## src/rtl/my_reg_pipe.sv

```systemverilog
// Elastic register pipeline: DEPTH valid-tagged stages with valid/ready on both
// ends, bubble collapsing, flush, global enable and registered occupancy.
module my_reg_pipe #(
  parameter int unsigned          DATA_W  = 21,
  parameter int unsigned          DEPTH   = 3,
  parameter logic [DATA_W-1:0]    RST_VAL = '0,
  parameter int unsigned          OCC_W   = $clog2(DEPTH + 1)
) (
  input  logic              clk_i,
  input  logic              rst_i,
  input  logic              en_i,
  input  logic              flush_i,
  input  logic              s_valid_i,
  output logic              s_ready_o,
  input  logic [DATA_W-1:0] s_data_i,
  output logic              m_valid_o,
  input  logic              m_ready_i,
  output logic [DATA_W-1:0] m_data_o,
  output logic [OCC_W-1:0]  occ_o
);

  logic [DEPTH-1:0]  vld_q;
  logic [DEPTH-1:0]  vld_d;
  logic [DATA_W-1:0] dat_q [DEPTH];
  logic [DATA_W-1:0] dat_d [DEPTH];
  logic [OCC_W-1:0]  occ_q;
  logic [OCC_W-1:0]  occ_d;

  logic              go;
  logic              m_fire;
  logic              s_fire;
  logic              room;
  logic [DEPTH-1:0]  adv;
  logic [DEPTH-1:0]  ld;

  // Advance chain ripples from the output back to the input; room means the
  // stage just examined is empty or emptying on this edge.
  always_comb begin
    go        = en_i & ~flush_i & ~rst_i;
    m_valid_o = vld_q[DEPTH-1] & go;
    m_fire    = m_valid_o & m_ready_i;
    adv       = '0;
    adv[DEPTH-1] = m_fire;
    room      = ~vld_q[DEPTH-1] | m_fire;
    for (int k = int'(DEPTH) - 2; k >= 0; k--) begin
      adv[k] = go & vld_q[k] & room;
      room   = ~vld_q[k] | (go & room);
    end
    s_ready_o = go & room;
    s_fire    = s_valid_i & s_ready_o;

    ld    = '0;
    ld[0] = s_fire;
    for (int k = 1; k < int'(DEPTH); k++) begin
      ld[k] = go & (~vld_q[k] | adv[k]) & vld_q[k-1];
    end

    // Data registers only move on a load; bubbles leave them untouched.
    vld_d = vld_q;
    for (int k = 0; k < int'(DEPTH); k++) begin
      dat_d[k] = dat_q[k];
      if (ld[k]) begin
        vld_d[k] = 1'b1;
      end else if (adv[k]) begin
        vld_d[k] = 1'b0;
      end
    end
    if (ld[0]) begin
      dat_d[0] = s_data_i;
    end
    for (int k = 1; k < int'(DEPTH); k++) begin
      if (ld[k]) begin
        dat_d[k] = dat_q[k-1];
      end
    end

    occ_d = occ_q + OCC_W'(s_fire) - OCC_W'(m_fire);
    if (flush_i) begin
      vld_d = '0;
      occ_d = '0;
    end
  end

  always_ff @(posedge clk_i) begin
    if (rst_i) begin
      vld_q <= '0;
      occ_q <= '0;
      for (int k = 0; k < int'(DEPTH); k++) begin
        dat_q[k] <= RST_VAL;
      end
    end else begin
      vld_q <= vld_d;
      occ_q <= occ_d;
      for (int k = 0; k < int'(DEPTH); k++) begin
        dat_q[k] <= dat_d[k];
      end
    end
  end

  assign m_data_o = dat_q[DEPTH-1];
  assign occ_o    = occ_q;

endmodule

```

## config.mk

```make
export PLATFORM = sky130hd
export DESIGN_NAME = my_reg_pipe
export DESIGN_NICKNAME = d
export VERILOG_FILES = /design/src/rtl/my_reg_pipe.sv
export SDC_FILE = /design/constraint.sdc
export NUM_CORES = 1
export LEC_CHECK = 0
export ABC_AREA = 1
export BUFFER_PORTS_ARGS = -buffer_cell sky130_fd_sc_hd__buf_2
export CORE_ASPECT_RATIO = 0.9
export CORE_MARGIN = 10
export CORE_UTILIZATION = 35
export CTS_BUF_LIST = sky130_fd_sc_hd__clkbuf_8 sky130_fd_sc_hd__clkbuf_16
export CTS_CLUSTER_DIAMETER = 150
export DETAILED_ROUTE_END_ITERATION = 12
export GPL_TIMING_DRIVEN = 0
export MAX_ROUTING_LAYER = met4
export PLACE_DENSITY = 0.63
export SYNTH_ARGS = -nofsm -noshare
export SYNTH_HDL_FRONTEND = slang
export SYNTH_SLANG_ARGS = --single-unit
export TNS_END_PERCENT = 50
```

## constraint.sdc

```tcl
create_clock -name clk_i -period 2.5 [get_ports clk_i]
set_input_delay 0.375 -clock clk_i [delete_from_list [all_inputs] [get_ports clk_i]]
set_output_delay 0.375 -clock clk_i [all_outputs]
set_load 0.05 [all_outputs]
```

==> qor.txt <==
Outcome: complete, no violations
Tcrit/Tclk final: 0.814
Yosys cell types: 25
Finished Layout Cells: 607
Dominant cells by area after synthesis: dfxtp_1 (44%), nor2_1 (10%), a21oi_1 (7.0%), nand3_1 (6.8%), buf_4 (6.1%)
Max-cap check violation count: 0
RR Startpoint: vld_q[2]
Row cnt: 32
Placed Area: 3480 um2
Mapped Cells: 422
Syn avg cell area: 7.30 um2
Initial antenna violation count: 0
Worst reg2reg setup slack: 0.46 ns
Final antenna diode count: 0
DR WL/cell: 10.7 um
Max_slew headroom: 0.695
Clock buffer depth: 2
Initial core utilization: 0.359
Minimum clock period: 2.04 ns
Final Max Tran Viols: 0
# fillers: 943
I/O Pins: 52
Worst clock skew: 0.00501 ns
Syn_nets: 451
Grt ovf: 0
Fmax achieved: 491 MHz
Setup violators final: 0
Leakage power: 1.68 nW
Worst min path class: input port to register
Largest net degree at the start of global routing: 12
DR iter-0 viols: 76
Post-synth EDFFs: 0
Yosys warns: 0
Die area: 13,000 um2
Fraction of layout cells with a size suffix above 1: 0.230
Vias in the first global route: 2,531
Critical path arrival: 2.33 ns
Post-CTS Setup Bufs: 0
Overall routed net length: 6520 um
Post-Layout Inst Area: 3660 um2
RSZ-0062 raised after global routing: false
Hold Path Stages: 4
Clock Sink Count: 68
Global-route wire length before repair: 11,500 um
Top_reg_cell synth: dfxtp_1
Worst-Skew Late Latency: 0.35 ns
DIE HEIGHT: 109 um
Slew at the pin closest to its max-slew limit: 0.457 ns
DR vias/cell: 4.20
DRC: 0
PD cells: 576 nW/um2
Placed instance count: 591
Total power: 2.11 mW
Detailed Place HPWL: 4990 um
Post-synth top area share: 0.442
Worst setup SP type: register
Synth area leader: dfxtp_1
Core area: 8570 um2
Area growth, synth to finish: 18.9%
Port Buffers: 50
Final Hold Violating Endpoints: 0
TritonCTS clock tree: built
Post_cts resized: 0
Cts hold-fix bufs: 0
Post-DRT Antenna Nets: 0
Final Core Density: 0.427
Yosys reg bits: 68
Via count: 2,548
TritonRoute pass-1 iters: 4
Hold Path Sink: vld_q[0]
Critical path endpoint category: register
R2r endpoint: occ_o[1]
H-tree depth: 3
CP Class: register to register
Die Span X: 119 um
GRT Resource Usage Total: 0.110
Maximum vdd drop: 0.000186 V
Final net count: 512
Worst Path Required: 2.79 ns
Num CTS Buffers: 9
Share of synthesized registers carrying an async set or reset: 0
Setup TNS: 0 ns
Clk slew on worst S/H paths: 0.07 ns
Mapped Area: 3080 um2
Routability cong.: 0.773
R2R cell count: 8
Hold path start: flush_i
Root Driver: clkbuf_8
Sequential element share of the synthesized area: 0.442
Crit-path max FO: 8
worst max-delay path by stage:
stage               startpoint        to  cells past startpoint
CTS                   vld_q[2]  occ_o[1]                      8
finish                vld_q[2]  occ_o[1]                      8
floorplan              flush_i  occ_o[1]                     10
global placement       flush_i  occ_o[1]                     11
detailed placement     flush_i  occ_o[1]                     11
global route          vld_q[2]  occ_o[1]                      8
synth_stat cells (2+ instances only):
cell type	count
a21oi_1	43
a21oi_2	2
buf_2	5
buf_4	25
buf_6	8
clkbuf_1	9
dfxtp_1	68
ha_1	2
inv_1	50
nand2_1	47
nand2_4	2
nand3_1	42
nor2_1	86
o21ai_0	22
cell type report:
class,count,area (um2),share of cell area
clock inverters,7,60.1,0.0164
plain buffers,48,340,0.0929
repair buffers,50,250,0.0683
flip-flops and latches,68,1360,0.372
well taps,119,149,0.0407
clock buffers,9,124,0.0338
inverters,51,191,0.0523
multi-input cells,255,1190,0.324
where the power goes:
group          internal [mW]  total (mW)  switching, mW
clock network          0.448       0.862          0.414
registers               1.10        1.10        0.00748
logic                 0.0558       0.143         0.0868
state kept, by name (all words and copies together) (netlist names):
signal	flops
occ_o	2
vld_q	3
dat_q	63
critical path, stage by stage (launching register included):
cell     delay (ns)
dfxtp_1        0.38
a41oi_4        0.42
nand2_1        0.14
ha_1           0.30
inv_1          0.04
ha_1           0.18
xnor2_1        0.13
or2_2          0.27
a21oi_1        0.11
per-layer routing:
layer,global-route usage,vias up,wire [um]
met5,-,-,0
met4,0.0575,0,128
met3,0.0300,12,292
met2,0.169,46,2760
met1,0.132,1067,3330
li1,-,1423,-
per-stage QoR:
step	setup slack [ns]	hold slack (ns)
global placement	0.168	0.460
global route	0.273	0.304
floorplan	0.434	0.446
CTS	0.424	0.287
finish	0.464	0.295
detailed placement	0.128	0.464
cell usage in the layout, fill, tap and decap left out, types with 2 or more instances in the layout:
master    Yosys  routed
nor2_1       86      86
clkbuf_8      0       9
buf_2         5      55
ha_1          2       2
nand2_1      47      47
buf_4        25      25
buf_6         8       8
clkinv_2      0       3
nand2_4       2       2
clkbuf_1      9       9
a21oi_1      43      43
inv_1        50      52
nand3_1      42      42
a21oi_2       2       2
o21ai_0      22      22
dfxtp_1      68      68
cells by family (layout without fill, tap and decap cells):
group	count (synthesis)	count (layout)	synth area share
adders and majority gates	2	2	0.00813
and+or+nand+nor	182	182	0.249
xor gates and xnor gates	1	1	0.00284
AOI/OAI and AO/OA	70	70	0.125
DFF	68	68	0.442
buffers and inverters	99	165	0.173
Power figures use the tool's default switching activity.
